## config.mk

```make
export PLATFORM = sky130hd
export DESIGN_NAME = fetch_sequencer
export DESIGN_NICKNAME = d
export VERILOG_FILES = /design/src/rtl/fetch_pkg.sv /design/src/rtl/inst_assembler.sv /design/src/rtl/fetch_sequencer.sv
export SDC_FILE = /design/constraint.sdc
export NUM_CORES = 1
export LEC_CHECK = 0
export ABC_CLOCK_PERIOD_IN_PS = 2700
export BUFFER_PORTS_ARGS = -buffer_cell sky130_fd_sc_hd__buf_2
export CORE_UTILIZATION = 54
export CTS_BUF_LIST = sky130_fd_sc_hd__clkbuf_4
export DETAILED_ROUTE_END_ITERATION = 6
export PLACE_DENSITY = 0.91
export SYNTH_ARGS = -nofsm -noshare
export SYNTH_HDL_FRONTEND = slang
export SYNTH_SLANG_ARGS = --single-unit
```

## constraint.sdc

```tcl
create_clock -name clock -period 2.7 [get_ports clock]
set_input_delay 0.135 -clock clock [delete_from_list [all_inputs] [get_ports clock]]
set_output_delay 0.135 -clock clock [all_outputs]
set_load 0.01 [all_outputs]
```

## src/rtl/fetch_pkg.sv

```systemverilog
// Shared types and constants for the instruction fetch sequencer.
// Holds the FSM encoding, address/word geometry and the word-alignment helper.
package fetch_pkg;

    localparam int ADDR_W        = 8;
    localparam int WORD_BYTES    = 4;
    localparam int FETCH_LATENCY = 5;

    typedef enum logic [1:0] {
        ST_IDLE  = 2'd0,
        ST_ISSUE = 2'd1,
        ST_DRAIN = 2'd2,
        ST_HOLD  = 2'd3
    } fetch_state_t;

    // Redirect targets are forced onto a word boundary.
    function automatic logic [ADDR_W-1:0] word_align(input logic [ADDR_W-1:0] addr);
        return {addr[ADDR_W-1:2], 2'b00};
    endfunction

endpackage

```

## src/rtl/inst_assembler.sv

```systemverilog
// Four-byte instruction capture register, big-endian: byte k lands in word[31-8k -: 8].
// Each byte has its own load enable; clear wipes a partial or held word.
module inst_assembler
    import fetch_pkg::*;
(
    input  logic                    clock,
    input  logic                    reset,
    input  logic                    clear,
    input  logic [WORD_BYTES-1:0]   load_en,
    input  logic [7:0]              byte_in,
    output logic [8*WORD_BYTES-1:0] word
);

    logic [8*WORD_BYTES-1:0] word_r;

    // Capture register with reset, clear and per-byte loads.
    always_ff @(posedge clock) begin
        if (reset) begin
            word_r <= 32'h0000_0000;
        end else if (clear) begin
            word_r <= 32'h0000_0000;
        end else begin
            for (int k = 0; k < WORD_BYTES; k++) begin
                if (load_en[k]) begin
                    word_r[8*(WORD_BYTES-1-k) +: 8] <= byte_in;
                end
            end
        end
    end

    assign word = word_r;

endmodule

```

## src/rtl/fetch_sequencer.sv

```systemverilog
// Byte-serial instruction fetch: issues four byte reads, assembles a 32-bit word,
// and holds it for the consumer; redirects restart fetching at an aligned target.
module fetch_sequencer
    import fetch_pkg::*;
#(
    parameter logic [7:0] RESET_PC = 8'h00
) (
    input  logic        clock,
    input  logic        reset,
    input  logic        enable,
    output logic [7:0]  mem_address,
    output logic        mem_read,
    input  logic [7:0]  mem_data,
    input  logic        redirect,
    input  logic [7:0]  redirect_target,
    output logic [31:0] instruction,
    output logic [7:0]  inst_pc,
    output logic        inst_valid,
    input  logic        inst_ready
);

    fetch_state_t    state_r, state_s;
    logic [7:0]      pc_r, pc_s;
    logic [1:0]      byte_cnt_r, byte_cnt_s;
    logic            inst_valid_r, inst_valid_s;
    logic [7:0]      inst_pc_r, inst_pc_s;
    logic            mem_read_r, mem_read_s;
    logic [7:0]      mem_address_r, mem_address_s;
    logic            cap_valid_r;
    logic [1:0]      cap_idx_r;
    logic            flush_s;
    logic [WORD_BYTES-1:0] load_en_s;

    // Next-state, pc and next-output computation; redirect outranks every state.
    always_comb begin
        state_s      = state_r;
        pc_s         = pc_r;
        byte_cnt_s   = byte_cnt_r;
        inst_valid_s = inst_valid_r;
        inst_pc_s    = inst_pc_r;
        flush_s      = 1'b0;
        if (redirect) begin
            pc_s         = word_align(redirect_target);
            byte_cnt_s   = 2'd0;
            inst_valid_s = 1'b0;
            flush_s      = 1'b1;
            state_s      = enable ? ST_ISSUE : ST_IDLE;
        end else begin
            case (state_r)
                ST_IDLE: begin
                    byte_cnt_s = 2'd0;
                    if (enable) begin
                        state_s = ST_ISSUE;
                    end else begin
                        state_s = ST_IDLE;
                    end
                end
                ST_ISSUE: begin
                    byte_cnt_s = byte_cnt_r + 2'd1;
                    if (byte_cnt_r == 2'(WORD_BYTES - 1)) begin
                        state_s = ST_DRAIN;
                    end else begin
                        state_s = ST_ISSUE;
                    end
                end
                ST_DRAIN: begin
                    byte_cnt_s   = 2'd0;
                    inst_valid_s = 1'b1;
                    inst_pc_s    = pc_r;
                    state_s      = ST_HOLD;
                end
                ST_HOLD: begin
                    byte_cnt_s = 2'd0;
                    if (inst_valid_r && inst_ready) begin
                        pc_s         = pc_r + 8'(WORD_BYTES);
                        inst_valid_s = 1'b0;
                        state_s      = enable ? ST_ISSUE : ST_IDLE;
                    end else begin
                        state_s = ST_HOLD;
                    end
                end
                default: begin
                    byte_cnt_s   = 2'd0;
                    inst_valid_s = 1'b0;
                    state_s      = ST_IDLE;
                end
            endcase
        end
        // Address outputs are registered from next-state values so they line up with the state.
        mem_read_s = (state_s == ST_ISSUE);
        if (mem_read_s) begin
            mem_address_s = pc_s + {6'b00_0000, byte_cnt_s};
        end else begin
            mem_address_s = pc_s;
        end
    end

    // A byte is written only if its read was issued last cycle and nothing flushed it since.
    always_comb begin
        load_en_s = 4'b0000;
        if (cap_valid_r) begin
            load_en_s = 4'b0001 << cap_idx_r;
        end else begin
            load_en_s = 4'b0000;
        end
    end

    // State, pc, capture tracking and registered outputs.
    always_ff @(posedge clock) begin
        if (reset) begin
            state_r       <= ST_IDLE;
            pc_r          <= RESET_PC;
            byte_cnt_r    <= 2'd0;
            inst_valid_r  <= 1'b0;
            inst_pc_r     <= RESET_PC;
            mem_read_r    <= 1'b0;
            mem_address_r <= RESET_PC;
            cap_valid_r   <= 1'b0;
            cap_idx_r     <= 2'd0;
        end else begin
            state_r       <= state_s;
            pc_r          <= pc_s;
            byte_cnt_r    <= byte_cnt_s;
            inst_valid_r  <= inst_valid_s;
            inst_pc_r     <= inst_pc_s;
            mem_read_r    <= mem_read_s;
            mem_address_r <= mem_address_s;
            cap_valid_r   <= mem_read_r & ~redirect;
            cap_idx_r     <= byte_cnt_r;
        end
    end

    inst_assembler u_assembler (
        .clock   (clock),
        .reset   (reset),
        .clear   (flush_s),
        .load_en (load_en_s),
        .byte_in (mem_data),
        .word    (instruction)
    );

    assign mem_address = mem_address_r;
    assign mem_read    = mem_read_r;
    assign inst_pc     = inst_pc_r;
    assign inst_valid  = inst_valid_r;

endmodule

```

==> reports/results.tsv, run 1 <==
metric	value	unit
status	completed	
switching_share	26.2	%
power_switching	474	uW
numCtsBuffers	9	
ctsResizeCount	0	
crit_family	adder cells	
cts-htree-levels	3	
pwr-share-seq	55.0	%
power-per-cell-area	538	nW/um^2
startpoint_type	flip-flop	
grt_pass1_vias	2155	
coreArea	4820	um^2
die_w	73.6	um
dpl.cell_count	399	
clockRootBuffer	clkbuf_4	
setup_violations	0	
crit_fanout	9	
clock-sinks	65	
post-route-period-util	86.5	%
dr.pass1.iters	6	
grt_pass1_wl	10100	um
ys_seq_area_share	47.1	%
intPower	1330	uW
syn_to_final_growth	21.3	%
tns	0	ns
nNetsFinal	377	
max_stage_delay	0.49	ns
fp.dieH	73.6	um
antenna-diode-count	0	
drtIter0Drc	92	
dp_hpwl	4240	um
clockBufferDepth	2	
ys.flop_type	dfxtp_1	
pwr-share-clk	37.2	%
via_count	2231	
ant_nets	0	
fmax	0.428	GHz
dieArea	5410	um^2
use_met3	8.78	%
drv_slew	0	
synthCells	278	
synth_edf_count	0	
hold_viol	0	
grtUsageTotal	25.3	%
gr-usage-met2	43.8	%
placement.io_buffers	68	
io_pins	71	
routedWlPerCell	14.5	um
required	3.02	ns
rows	25	
syn-cell-area	2770	um^2
antenna_found_initial	0	
crit_chain	nand2_1, nor3_1, ha_1, inv_1, fa_1, nor4_2, mux2_2	
overflow	0	
ys_warn_count	0	
cts_hold_buf	8	
drv_cap	0	
fin_worst_skew	0.0204	ns
final_cells	423	
clock_latency	0.42	ns
busiest_layer	met2	
cp-end-kind	flip-flop	
path_class	flip-flop to flip-flop	
power.leakage	0.00163	uW
layout_min_cycle_time	2.34	ns
crit_buf_inv	1	
initial_utilization	57.4	%
ys_types	52	
grtUsageMet1	28.1	%
synth.avg_cell_area	9.95	um^2
tightest_slew	0.957	ns
drc	0	
arrival	2.65	ns
slew_headroom	35.9	%
grt_start_max_net_pins	35	
cts_tree	yes	
yosys_register_bits	65	
synth-async-reset-ratio	0	%
clkSlewWorstSetupHoldPaths	0.12	ns
synth_nets	304	
wirelength	6120	um
p_comb_share	7.9	%
drive_gt1_share	29.2	%
hold_path.class	primary input to flip-flop	
via_per_inst	5.27	
grt_setup_unrepaired	false	
peakVddDrop	427	uV
post_cts_buffers	0	
place_congestion	0.836	
cpMaxStageDelayCell	dfxtp_1	
## path summary, 6_finish.rpt
kind	from	endpoint	slack [ns]	cells past startpoint
min reg2reg	byte_cnt_r[1]$_SDFF_PP0_	cap_idx_r[1]$_SDFF_PP0_	0.46	1
min	enable	state_r[0]$_SDFF_PP0_	0.03	3
max reg2reg	state_r[0]$_SDFF_PP0_	mem_address[6]$_SDFF_PP0_	0.36	7
max	state_r[0]$_SDFF_PP0_	mem_address[6]$_SDFF_PP0_	0.36	7
## through the flow
stage,util (%),area [um^2],power (uW),setup slack (ns),hold slack [ns]
3_3_place_gp,64.9,3130,1140,0.492,0.417
4_1_cts,69.6,3350,1830,0.350,0.000128
2_1_floorplan,-,2770,1100,0.547,0.278
6_report,69.6,3350,1800,0.363,0.0312
3_5_place_dp,64.9,3130,1150,0.397,0.422
5_1_grt,69.6,3350,1890,0.226,0.0268
## cell families (layout without fill, tap and decap cells)
logic type | count (synthesis) | count (layout) | synth area share [%]
AND/OR/NAND/NOR | 106 | 106 | 19.8
XOR/XNOR | 3 | 3 | 0.950
flip-flops | 65 | 65 | 47.1
adder cells (fa/ha/maj) | 5 | 5 | 2.53
multiplexers | 48 | 48 | 17.6
AO/OA/AOI/OAI | 28 | 28 | 7.96
buffers and inverters | 23 | 101 | 4.07
## synthesized netlist by cell type (6+ instances only)
cell | instances | area, um^2
inv_1 | 6 | 22.5
dfxtp_1 | 65 | 1300
mux2i_1 | 43 | 430
nor2_1 | 56 | 210
and2_1 | 9 | 56.3
a21oi_1 | 8 | 40.0
nand2_1 | 8 | 30.0
clkbuf_1 | 9 | 33.8
## routing by layer
layer / part of all wire (%) / wire, um / vias up
met4: 1.6 / 97 / 0
met3: 5.2 / 319 / 8
li1: - / - / 1107
met1: 41 / 2530 / 1056
met5: 0 / 0 / -
met2: 52 / 3170 / 60
## state kept, by name, indices dropped and copies added, names as in the netlist
name and count:
pc_r 8, state_r 2, inst_pc 8, cap_valid_r 1, byte_cnt_r 2, cap_idx_r 2
mem_read 1, mem_address 8, u_assembler.word 32, inst_valid 1
## worst reg2reg max path, cell delays in order, from the launching register on
cell,delay [ns]
dfxtp_1,0.49
nand2_1,0.14
nor3_1,0.20
ha_1,0.22
inv_1,0.06
fa_1,0.45
nor4_2,0.32
mux2_2,0.36
## power groups by stage
stage,Sequential (uW),Combinational (uW),Clock [uW]
global placement,1010,127,0
floorplan,1010,84.5,0
detailed placement,1010,132,0
global route,995,156,740
CTS,992,142,692
finish,992,142,670
## cell usage in the layout (no fill, tap or decap), drive strengths merged, types with 5 or more instances in the layout
cell type,n
mux2i,43
nand2,8
dfxtp,65
and2,10
dlygate4sd3,8
buf,71
clkbuf,9
nor2,56
nand3,5
mux2,5
a21oi,8
inv,8
## cell type report
cell class / count / area (um^2)
fill: 393 / 1460
multi-input combinational: 190 / 1360
sequential: 65 / 1300
timing repair buffer: 79 / 443
tap: 67 / 83.8
clock inverter: 7 / 78.8
clock buffer: 9 / 67.6
inverter: 6 / 22.5
Note: power is estimated with default switching activity, not from simulation.
==> inputs of run 2 (changes only) <==
--- a/config.mk
+++ b/config.mk
@@ -7,10 +7,9 @@
 export LEC_CHECK = 0
 export ABC_CLOCK_PERIOD_IN_PS = 2700
 export BUFFER_PORTS_ARGS = -buffer_cell sky130_fd_sc_hd__buf_2
-export CORE_UTILIZATION = 54
-export CTS_BUF_LIST = sky130_fd_sc_hd__clkbuf_4
+export CORE_UTILIZATION = 52
 export DETAILED_ROUTE_END_ITERATION = 6
-export PLACE_DENSITY = 0.91
+export PLACE_DENSITY = 0.89
 export SYNTH_ARGS = -nofsm -noshare
 export SYNTH_HDL_FRONTEND = slang
 export SYNTH_SLANG_ARGS = --single-unit
==> reports/results.tsv, run 2 (synthesis results as in run 1) <==
metric	value	unit
status	completed	
cpMaxStageDelayCell	dfxtp_1	
placed_area	3130	um^2
finalInstanceArea	3330	um^2
clkSlewWorstSetupHoldPaths	0.07	ns
regArea	1300	um^2
post_cts_buffers	0	
switching_share	22.9	%
intPower	1510	uW
fin_ws	0.389	ns
crit_fanout	9	
cts_hold_buf	0	
overflow	0	
pwr-share-seq	50.8	%
numCtsBuffers	9	
ctsResizeCount	0	
tns	0	ns
placement.io_buffers	68	
clock_latency	0.34	ns
fillers	437	
tightest_slew	0.602	ns
initial_utilization	54.1	%
cts-htree-levels	3	
coreArea	5110	um^2
syn_to_final_growth	20.4	%
setup_violations	0	
layout_min_cycle_time	2.31	ns
power-per-cell-area	587	nW/um^2
antenna-diode-count	0	
via_per_inst	5.27	
drive_gt1_share	29.0	%
drv_slew	0	
drc	0	
slew_headroom	59.8	%
arrival	2.54	ns
cp-end-kind	flip-flop	
dr.pass1.iters	4	
io_pins	71	
path_class	flip-flop to flip-flop	
startpoint_type	flip-flop	
grt_start_max_net_pins	35	
post-route-period-util	85.6	%
p_comb_share	6.8	%
grtUsageTotal	22.2	%
cts_tree	yes	
max_stage_delay	0.48	ns
layout_commonest_cell	buf_2	
die_w	74.9	um
largest_reg_flops	32	
peakVddDrop	389	uV
drv_cap	0	
dp_hpwl	4120	um
grt_setup_unrepaired	false	
place_congestion	0.805	
grt_pass1_wl	9200	um
wirelength	5920	um
nNetsFinal	370	
fp.dieH	74.9	um
dieArea	5610	um^2
power_switching	448	uW
layout_common_cells	buf_2 (68), dfxtp_1 (65), nor2_1 (56)	
fmax	0.433	GHz
hold_path.class	primary input to flip-flop	
post-place-ws	0.379	ns
antenna_found_initial	0	
via_count	2204	
power.leakage	0.00161	uW
drtIter0Drc	99	
fin_worst_skew	0.00557	ns
routedWlPerCell	14.2	um
hold_viol	0	
clock-sinks	65	
ant_nets	0	
required	2.93	ns
pwr-share-clk	42.4	%
clockBufferDepth	2	
multi_input_area	1350	um^2
rows	26	
grt_pass1_vias	2066	
crit_chain	nand2_1, nor3_1, ha_1, inv_1, fa_1, nor4_2, mux2_2	
clockRootBuffer	clkbuf_8	
-- run 2: cell count changes in the layout (fill, tap and decap cells not counted), moves of 2 or more --
cell,previous run,this run
clkbuf_8,0,11
clkbuf_4,9,0
dlygate4sd3_1,8,0
clkinv_4,3,0
clkbuf_1,0,2
inv_6,2,0
-- run 2: worst max-delay path, delay by kind of cell, from the launching register on --
family	cells	cell delay, ns
adder cells (fa/ha/maj)	2	0.66
buffers and inverters	1	0.05
flip-flops	1	0.48
multiplexers	1	0.36
AND/OR/NAND/NOR	3	0.65
-- run 2: layout make-up --
type / count / area share, %
sequential: 65 / 39.1
inverter: 6 / 0.676
clock buffer: 13 / 4.77
multi-input combinational: 190 / 40.6
tap: 70 / 2.63
clock inverter: 2 / 1.13
timing repair buffer: 72 / 11.1
-- run 2: worst paths after layout --
check,startpoint,endpoint,slack (ns),cells past startpoint
worst min-delay path,mem_data[4],u_assembler.word[20]$_SDFFE_PP0P_,0.08,3
worst max register to register,state_r[0]$_SDFF_PP0_,mem_address[6]$_SDFF_PP0_,0.39,7
worst min register to register,byte_cnt_r[1]$_SDFF_PP0_,cap_idx_r[1]$_SDFF_PP0_,0.47,1
worst max-delay path,state_r[0]$_SDFF_PP0_,mem_address[6]$_SDFF_PP0_,0.39,7
-- run 2: layer usage --
layer / GRT usage [%] / vias up / routed length, um
li1: - / 1081 / -
met1: 25.5 / 1042 / 2640
met2: 38.4 / 71 / 2840
met3: 4.95 / 10 / 320
met4: 11.9 / 0 / 119
met5: 0 / - / 0
-- run 2: power by group through the flow --
stage	clock [uW]	combinational, uW	sequential (uW)
global placement	0	128	1010
global route	886	145	994
floorplan	0	84.5	1010
detailed placement	0	132	1010
finish	827	133	993
CTS	842	133	992
-- run 2: stage by stage --
step	hold slack (ns)	total power, uW	utilization, %	instances
after floorplan	0.278	1100	-	278
after global placement	0.414	1140	61.3	403
after detailed placement	0.429	1140	61.3	403
after CTS	0.0773	1970	65.2	418
after global routing	0.0852	2030	65.2	418
final	0.0811	1950	65.2	418
